$ cat src/rtl/trdb_udma_fifo.sv
// rtl/trdb_udma_fifo.sv - trace word FIFO to uDMA with overflow accounting and watermark irq
// Optional feature: define TRDB_OVERFLOW_MARKER_EN to insert a {16'hDEAD, drop count} marker word
// after an overflow episode, ahead of any new trace word.
module trdb_udma_fifo #(
    parameter int unsigned XLEN  = 32,
    parameter int unsigned DEPTH = 16,
    parameter int unsigned CNTW  = 16
) (
    input  logic                     clk_i,
    input  logic                     rst_ni,
    input  logic                     enable_i,
    input  logic                     flush_i,
    input  logic [XLEN-1:0]          word_i,
    input  logic                     word_valid_i,
    input  logic [$clog2(DEPTH):0]   threshold_i,
    output logic [XLEN-1:0]          udma_data_o,
    output logic                     udma_valid_o,
    input  logic                     udma_ready_i,
    output logic [$clog2(DEPTH):0]   fill_level_o,
    output logic                     overflow_o,
    output logic [CNTW-1:0]          dropped_cnt_o,
    output logic                     threshold_irq_o
);

    localparam int unsigned AW = $clog2(DEPTH);
    localparam int unsigned FW = AW + 1;

    typedef enum logic [1:0] {
        NORMAL   = 2'd0,
        DROPPING = 2'd1,
        MARKER   = 2'd2
    } state_e;

    logic [XLEN-1:0] mem_q [DEPTH];
    logic [AW-1:0]   wr_ptr_q, rd_ptr_q;
    logic [FW-1:0]   count_q, count_d, prev_count_q;
    logic            overflow_q;
    logic [CNTW-1:0] dropped_q;
    logic            irq_q;
    state_e          state_q;

    logic            full, not_empty, pop, trace_req, trace_allowed;
    logic            trace_push, marker_push, push, drop;
    logic [XLEN-1:0] push_data;

`ifdef TRDB_OVERFLOW_MARKER_EN
    // Marker word: drop count zero-extended/truncated to 16 bits, whole word fitted to XLEN.
    logic [CNTW+15:0] cnt_ext;
    logic [15:0]      cnt16;
    logic [XLEN+31:0] marker_ext;
    logic [XLEN-1:0]  marker_word;
    assign cnt_ext     = {16'h0000, dropped_q};
    assign cnt16       = cnt_ext[15:0];
    assign marker_ext  = {{XLEN{1'b0}}, 16'hDEAD, cnt16};
    assign marker_word = marker_ext[XLEN-1:0];
`endif

    // Push/pop/drop decisions; flush overrides all of them.
    always_comb begin
        full        = (count_q == FW'(DEPTH));
        not_empty   = (count_q != '0);
        pop         = not_empty && udma_ready_i && !flush_i;
        trace_req   = word_valid_i && enable_i && !flush_i;
`ifdef TRDB_OVERFLOW_MARKER_EN
        // Trace words wait until the marker has gone in, so only NORMAL accepts them.
        marker_push   = (state_q == MARKER) && (!full || pop) && !flush_i;
        trace_allowed = (state_q == NORMAL);
        push_data     = marker_push ? marker_word : word_i;
`else
        marker_push   = 1'b0;
        trace_allowed = 1'b1;
        push_data     = word_i;
`endif
        trace_push  = trace_req && trace_allowed && (!full || pop);
        push        = trace_push || marker_push;
        drop        = trace_req && !trace_push;
        count_d     = count_q + FW'(push) - FW'(pop);
    end

    // Storage array; contents are don't-care until written, so no reset.
    always_ff @(posedge clk_i) begin
        if (push) begin
            mem_q[wr_ptr_q] <= push_data;
        end
    end

    // Pointers, fill level, overflow status and watermark pulse.
    always_ff @(posedge clk_i or negedge rst_ni) begin
        if (!rst_ni) begin
            wr_ptr_q     <= '0;
            rd_ptr_q     <= '0;
            count_q      <= '0;
            prev_count_q <= '0;
            overflow_q   <= 1'b0;
            dropped_q    <= '0;
            irq_q        <= 1'b0;
        end else if (flush_i) begin
            wr_ptr_q     <= '0;
            rd_ptr_q     <= '0;
            count_q      <= '0;
            prev_count_q <= '0;
            overflow_q   <= 1'b0;
            dropped_q    <= '0;
            irq_q        <= 1'b0;
        end else begin
            if (push) begin
                wr_ptr_q <= wr_ptr_q + AW'(1);
            end
            if (pop) begin
                rd_ptr_q <= rd_ptr_q + AW'(1);
            end
            count_q      <= count_d;
            prev_count_q <= count_q;
            if (drop) begin
                overflow_q <= 1'b1;
                if (dropped_q != {CNTW{1'b1}}) begin
                    dropped_q <= dropped_q + CNTW'(1);
                end
            end
            // Rising crossing of the watermark seen on the visible fill level.
            irq_q <= (threshold_i != '0) && (prev_count_q < threshold_i)
                     && (count_q >= threshold_i);
        end
    end

    // Overflow episode tracking: NORMAL -> DROPPING -> MARKER -> NORMAL.
    always_ff @(posedge clk_i or negedge rst_ni) begin
        if (!rst_ni) begin
            state_q <= NORMAL;
        end else if (flush_i) begin
            state_q <= NORMAL;
        end else begin
            case (state_q)
                NORMAL: begin
                    if (drop) begin
                        state_q <= DROPPING;
                    end
                end
                DROPPING: begin
                    if (!full) begin
                        state_q <= MARKER;
                    end
                end
                MARKER: begin
`ifdef TRDB_OVERFLOW_MARKER_EN
                    if (marker_push) begin
                        state_q <= NORMAL;
                    end
`else
                    state_q <= NORMAL;
`endif
                end
                default: state_q <= NORMAL;
            endcase
        end
    end

    assign udma_valid_o    = not_empty;
    assign udma_data_o     = not_empty ? mem_q[rd_ptr_q] : '0;
    assign fill_level_o    = count_q;
    assign overflow_o      = overflow_q;
    assign dropped_cnt_o   = dropped_q;
    assign threshold_irq_o = irq_q;

endmodule
$ cat config.mk
export PLATFORM = sky130hd
export DESIGN_NAME = trdb_udma_fifo
export DESIGN_NICKNAME = d
export VERILOG_FILES = /design/src/rtl/trdb_udma_fifo.sv
export SDC_FILE = /design/constraint.sdc
export NUM_CORES = 1
export LEC_CHECK = 0
export ABC_AREA = 1
export CELL_PAD_IN_SITES_DETAIL_PLACEMENT = 0
export CELL_PAD_IN_SITES_GLOBAL_PLACEMENT = 2
export CORE_AREA = 2 2 222 279
export CTS_CLUSTER_SIZE = 14
export DETAILED_ROUTE_END_ITERATION = 8
export DIE_AREA = 0 0 224 281
export PLACE_DENSITY_LB_ADDON = 0.1
export REMOVE_ABC_BUFFERS = 1
export SETUP_SLACK_MARGIN = 0.05
export SLEW_MARGIN = 10
export SYNTH_ARGS = -nofsm -noshare
export SYNTH_HDL_FRONTEND = slang
export SYNTH_SLANG_ARGS = --single-unit
$ cat constraint.sdc
create_clock -name clk_i -period 5.58 [get_ports clk_i]
set_clock_uncertainty 0.1 [all_clocks]
set_input_delay 0.837 -clock clk_i [delete_from_list [all_inputs] [get_ports clk_i]]
set_output_delay 0.837 -clock clk_i [all_outputs]
set_load 0.02 [all_outputs]
==> summary.md <==
| Metric | Value |
|---|---|
| Status | completed |
| Area fraction of the dominant cell type after synthesis | 67.64% |
| Routed vias | 14690 |
| Rows | 101 |
| Vias per inst | 5.082 |
| Gr usage total | 19.65% |
| Final Core Density | 44.16% |
| ANT cells | 0 |
| Final Cycle Share | 80.82% |
| Wl on met1 | 27800 um |
| Critical R2R Launch | fill_level_o[3] |
| Most frequent cell on the critical path | nand2_1 |
| Leading area contributor after synthesis | edfxtp_1 |
| Register area | 16280 sq um |
| Normalized max-slew margin | 23.23% |
| Hold WC Path Type | in2async |
| Post-CTS setup buffer count | 0 |
| Critical Path End | udma_data_o[26] |
| Largest net degree at the start of global routing | 164 |
| FF-to-FF setup slack | 1.88 ns |
| Clk slew on worst S/H paths | 0.06 ns |
| Gpl congestion | 0.7592 |
| Worst reg2reg path depth | 17 |
| Area of the multi-input gates | 5933 sq um |
| Post-synthesis cell count | 1987 |
| Req. time, crit path | 4.64 ns |
| Worst path cell trace | inv_4 -> buf_12 -> o21ai_0 -> o22ai_1 -> nand2_1 -> nand2_1 -> nand2_1 -> nor2_1 -> clkdlybuf4s50_1 |
| Gates resized, CTS repair | 0 |
| Clock Sink Count | 548 |
| Layout area overhead | 17.09% |
| Min setup slack post-route | 1.070 ns |
| CP Capture Type | primary output |
| Worst Path Buf+Inv | 3 |
| Initial drt markers | 1074 |
| DIE AREA | 62940 sq um |
| Routed wire length on met3 | 2456 um |
| Syn Area/Cell | 11.44 sq um |
| Slowest-stage cell, CP | clkdlybuf4s50_1 |
| Post-route DRC | 0 |
| Clock Tree Buf Depth | 3 |
| WL/cell | 21.33 um |
| Die W | 224 um |
| H-tree Lvls | 2 |
| WL met2 | 30290 um |
| Final hold vios | 0 |
| Final min period | 4.510 ns |
| Synth area leaders | edfxtp_1 68%, nand2_1 11%, dfrtp_1 4.0% |
| Starting Density | 37.71% |
| # fillers | 5621 |
| Core footprint | 60280 sq um |
| Post-CTS Hold Fix Bufs | 0 |
| Yosys cell types | 34 |
| TritonCTS buffer count | 56 |
| Peak supply drop | 296.2 uV |
| Sequential fraction of the synthesis area | 71.60% |
| Die H | 281 um |
| Clock root cell | clkbuf_16 |
| Initial antenna violation count | 1 |
| Max Used Layer | met5 |
| WP depth | 9 |
| Total wire length | 61660 um |
| Setup crit start kind | register |
| Dpl ws | 1.492 ns |
| Share of layout cells above drive strength 1 | 7.649% |
| Crit path DAT | 3.57 ns |
| Antenna-violating nets left | 0 |
| Crit Path Category | reg2out |
| Ys Warns | 0 |
| Insertion delay of the later-clocked pin in the worst-skew pair | 0.60 ns |
| Final Setup Violations | 0 |
| CTS tree | built |
| Grt ovf | 0 |
| Vias in the first global route | 14790 |
| Pins over their slew limit | 0 |
| RSZ-0062 raised after global routing | false |
| Max-cap violations | 0 |
| Final nets | 2138 |
| Crit path largest cell delay | 0.65 ns |
| First-pass DRT Iterations | 5 |
| Synth Cell Area | 22730 sq um |
| # IOs | 99 |
| Crit path launch | rd_ptr_q[1] |
| Hold Slack | 0.2951 ns |
| Detailed placement HPWL | 34460 um |
| R2R Path End | fill_level_o[4] |
| Power Density | 415.0 nW/um^2 |
| Flops & latches, synth | 548 |
| First-pass GRT wire length | 92640 um |
| Max Fclk | 0.2217 GHz |
| Measured slew at the worst slew-check pin | 1.152 ns |
| Leak Pwr | 9.620 nW |
| Critical Path Fanout Max | 53 |
| Port buffer count | 98 |
| Delay-heaviest family, CP | buffers and inverters |
-- state kept, by name, indices dropped and copies added (netlist names) --
name             flops
dropped_cnt_o       16
mem_q              512
prev_count_q         5
overflow_o           1
wr_ptr_q             4
rd_ptr_q             4
fill_level_o         5
threshold_irq_o      1
-- cell usage after synthesis (all sizes together) --
master	instances
edfxtp	512
clkinv	1
nor3	5
a31oi	1
clkbuf	37
xor2	1
nand3b	1
ha	21
a21boi	32
nand4	3
fa	1
nand2	643
o21ai	112
xnor2	1
nor2	192
o2111ai	1
a21oi	174
nand3	65
dfrtp	36
buf	69
o22ai	32
inv	42
o211ai	2
o21bai	3
-- how the worst min path moves through the flow --
stage          cells past startpoint                 to
3_5_place_dp                       2         overflow_o
4_1_cts                            1  dropped_cnt_o[14]
6_report                           1   dropped_cnt_o[3]
2_1_floorplan                      1        wr_ptr_q[2]
3_3_place_gp                       2         overflow_o
5_1_grt                            1   dropped_cnt_o[3]
-- area by class of cell --
type	instances	share of cell area (%)
sequential	548	61.17
tap	772	3.629
inverter	43	0.6440
multi-input combinational	1290	22.29
timing repair buffer	134	5.274
clock buffer	70	5.693
clock inverter	33	1.297
-- worst register-to-register path, stage by stage (launching register included) --
cell and delay [ns]:
dfrtp_1 0.44, inv_1 0.12, ha_1 0.15, nand2_1 0.05, nor2_1 0.23, nand2_2 0.51
nand2_1 0.30, inv_1 0.15, nand2_1 0.08, inv_1 0.06, ha_1 0.27, inv_1 0.04
ha_1 0.20, fa_1 0.43, a21oi_1 0.16, o21bai_1 0.08, o21ai_0 0.15, a21oi_1 0.06
-- kinds of logic after synthesis --
kind of cell	count (synthesis)	synth area share, %
AO/OA/AOI/OAI	357	8.465
XOR/XNOR	2	0.07707
adder cells (fa/ha/maj)	22	1.244
buffers and inverters	149	2.873
flip-flops	548	71.60
AND/OR/NAND/NOR	909	15.74
-- cells in the final DEF, fill, tap and decap left out, types with 21 or more instances in the layout --
cell / instances
a21boi_0: 32
a21oi_1: 174
buf_4: 24
clkbuf_16: 57
clkdlybuf4s50_1: 97
dfrtp_1: 33
edfxtp_1: 512
ha_1: 21
inv_1: 34
nand2_1: 637
nand3_1: 61
nor2_1: 173
o21ai_0: 69
o21ai_1: 43
o22ai_1: 32
-- per-stage QoR --
| stage | power [mW] | setup TNS, ns | area [sq um] | std cells |
|---|---|---|---|---|
| 5_1_grt | 11.58 | 0 | 26620 | 2890 |
| 6_report | 11.05 | 0 | 26620 | 2890 |
| 2_1_floorplan | 6.280 | -126.49 | 22240 | 1881 |
| 4_1_cts | 11.20 | 0 | 26590 | 2889 |
| 3_3_place_gp | 7.362 | 0 | 24710 | 2785 |
| 3_5_place_dp | 7.366 | 0 | 24730 | 2786 |
-- report_power, final --
group	total [mW]	leakage (nW)	internal, mW	switching (mW)
Combinational	2.62	3.62	0.878	1.74
Clock	3.82	0.905	2.24	1.58
Sequential	4.61	5.09	4.55	0.0571
Total	11.0	9.62	7.67	3.38
-- metal layers --
layer	global-route usage (%)	vias to the layer above
li1	-	7066
met1	26.65	7251
met2	33.43	295
met3	2.802	74
met4	4.581	2
met5	0	-
Power figures use the tool's default switching activity.
==> variant, RTL diff (same flow settings) <==
Reset style: synchronous (`rst_ni`), changed in 2 clocked blocks.
--- a/src/rtl/trdb_udma_fifo.sv
+++ b/src/rtl/trdb_udma_fifo.sv
@@ -85,7 +85,7 @@
     end
 
     // Pointers, fill level, overflow status and watermark pulse.
-    always_ff @(posedge clk_i or negedge rst_ni) begin
+    always_ff @(posedge clk_i) begin
         if (!rst_ni) begin
             wr_ptr_q     <= '0;
             rd_ptr_q     <= '0;
@@ -124,7 +124,7 @@
     end
 
     // Overflow episode tracking: NORMAL -> DROPPING -> MARKER -> NORMAL.
-    always_ff @(posedge clk_i or negedge rst_ni) begin
+    always_ff @(posedge clk_i) begin
         if (!rst_ni) begin
             state_q <= NORMAL;
         end else if (flush_i) begin
Check against the original RTL: differs if rst_ni is asserted again (counterexample within 4 cycles, from zero or initial values and one cycle with rst_ni low); with rst_ni held inactive, the same outputs for 4 cycles.
==> variant against the unedited design <==
Sequential cell count increased by 4. Setup slack better by 0.085 ns. Maximum frequency is 1.9% higher. Via count up 0.92%. Area after synthesis up 0.37%. Worst hold slack better by 0.071 ns. Wire length is 0.21% lower. Sequential share of layout area is 0.33 points higher. Cell area decreased by 1.1%. Critical path depth unchanged. Critical endpoint is now udma_data_o[21].
Power is not compared: it rests on default switching activity, and its combinational part moved more than twofold at a synthesized area within 25%.
==> variant: results (changes against the unedited design) <==
[status]
status=completed

[finish]
final_cells=2897  ; +0.24%
seq_share_pct=61.5  ; +0.33 points
buf_share_pct=4.86  ; -0.42 points
nFillCells=5640  ; +0.34%
multi_input_cells=1297  ; +0.54%
clock_area_share_pct=6.57  ; -0.42 points
multi_input_area_um2=5970  ; +0.57%
nNonClkInverters=48  ; +12%
num-nonclk-buffers=131  ; -2.2%
syn2layout_area_growth_pct=15.4
layout-drive-gt1-share_pct=7.72  ; +0.069 points

[worst_setup_path]
r2r_cells=14  ; -3
worstReg2RegEnd=fill_level_o[4]
worstPathMaxFanout=102  ; +92%
cp_slowest_stage_delay_ns=0.68  ; +0.03 ns

[synthesis]
synthArstFlopShare_pct=0  ; -6.6 points
ys_top_cells_by_count=nand2_1, edfxtp_1, nand3_1
synth_cell_type_count=32  ; -5.9%
avgSynthCellArea_um2=11.3  ; -0.88%
ys_seq_area_share_pct=70.9  ; -0.70 points
ys_ff_latch=552  ; +0.73%

[grt]
grt_pass1_wl_mm=91.6  ; -1.2%
grt_pass1_vias=14700  ; -0.68%
grt_usage_pct=19.6  ; about the same
grt_max_degree=209  ; +27%

[placement]
placedCellCount=2800  ; +0.50%
gp_congestion=0.712  ; -6.3%
dpl_cell_area_um2=24600  ; -0.55%
port-buffer-count=98  ; unchanged
dp_hpwl_mm=29.3  ; -15%

[timing]
hold_ws_ns=0.366  ; +0.0706 ns

[detailed_routing]
post_drt_wl_per_cell_um=21.2  ; -0.45%
drt_iter0_drc=1079  ; +0.47%

[worst_hold_path]
hold_path_class=reg -> reg

[cts]
htree_levels=2  ; unchanged
worstSkewPairLatency_ns=0.60  ; about the same

variant: cell types whose count changed after synthesis, sizes merged, moves of 36 or more:
| cell | change |
|---|---|
| a21oi | -111 |
| dfxtp | +40 |
| nand2 | +77 |
| dfrtp | -36 |
| o21ai | -98 |
| nor2 | -149 |
| nand3 | +337 |
variant: cells by family (layout without fill, tap and decap cells):
family                     Yosys count  count (layout)  synth area share [%]
xor gates and xnor gates             9               9                 0.346
AOI/OAI and AO/OA                   80              80                  1.92
and+or+nand+nor                   1186            1186                  22.3
adders and majority gates           22              22                  1.24
buffers and inverters              163             276                  3.32
DFF                                552             552                  70.9
variant: metrics by stage:
stage	worst slack, ns	power (W)
final	1.15	0.00866
after global routing	1.01	0.00895
after CTS	1.16	0.00876
after detailed placement	1.45	0.00515
after global placement	1.49	0.00515
after floorplan	-4.43	0.00489
variant: power breakdown:
group | switching (W) | leakage, nW | internal, W
Sequential | 0.00000813 | 4.93 | 0.00453
Clock | 0.00155 | 0.851 | 0.00205
Combinational | 0.000342 | 3.45 | 0.000171
variant: layer usage:
metal	vias to the layer above	wire length (µm)	GRT usage (%)
li1	7139	-	-
met1	7294	27800	26.4
met2	301	29900	33.6
met3	87	2660	2.96
met4	2	1170	4.58
met5	-	16	0
variant: how the worst max path moves through the flow:
| stage | startpoint | slack, ns | cells past startpoint | endpoint |
|---|---|---|---|---|
| floorplan | flip-flop | -4.43 | 7 | udma_data_o[0] |
| global placement | udma_ready_i | 1.49 | 14 | fill_level_o[4] |
| detailed placement | udma_ready_i | 1.45 | 14 | fill_level_o[4] |
| CTS | flip-flop | 1.16 | 9 | udma_data_o[21] |
| global route | flip-flop | 1.01 | 9 | udma_data_o[15] |
| finish | flip-flop | 1.15 | 9 | udma_data_o[21] |
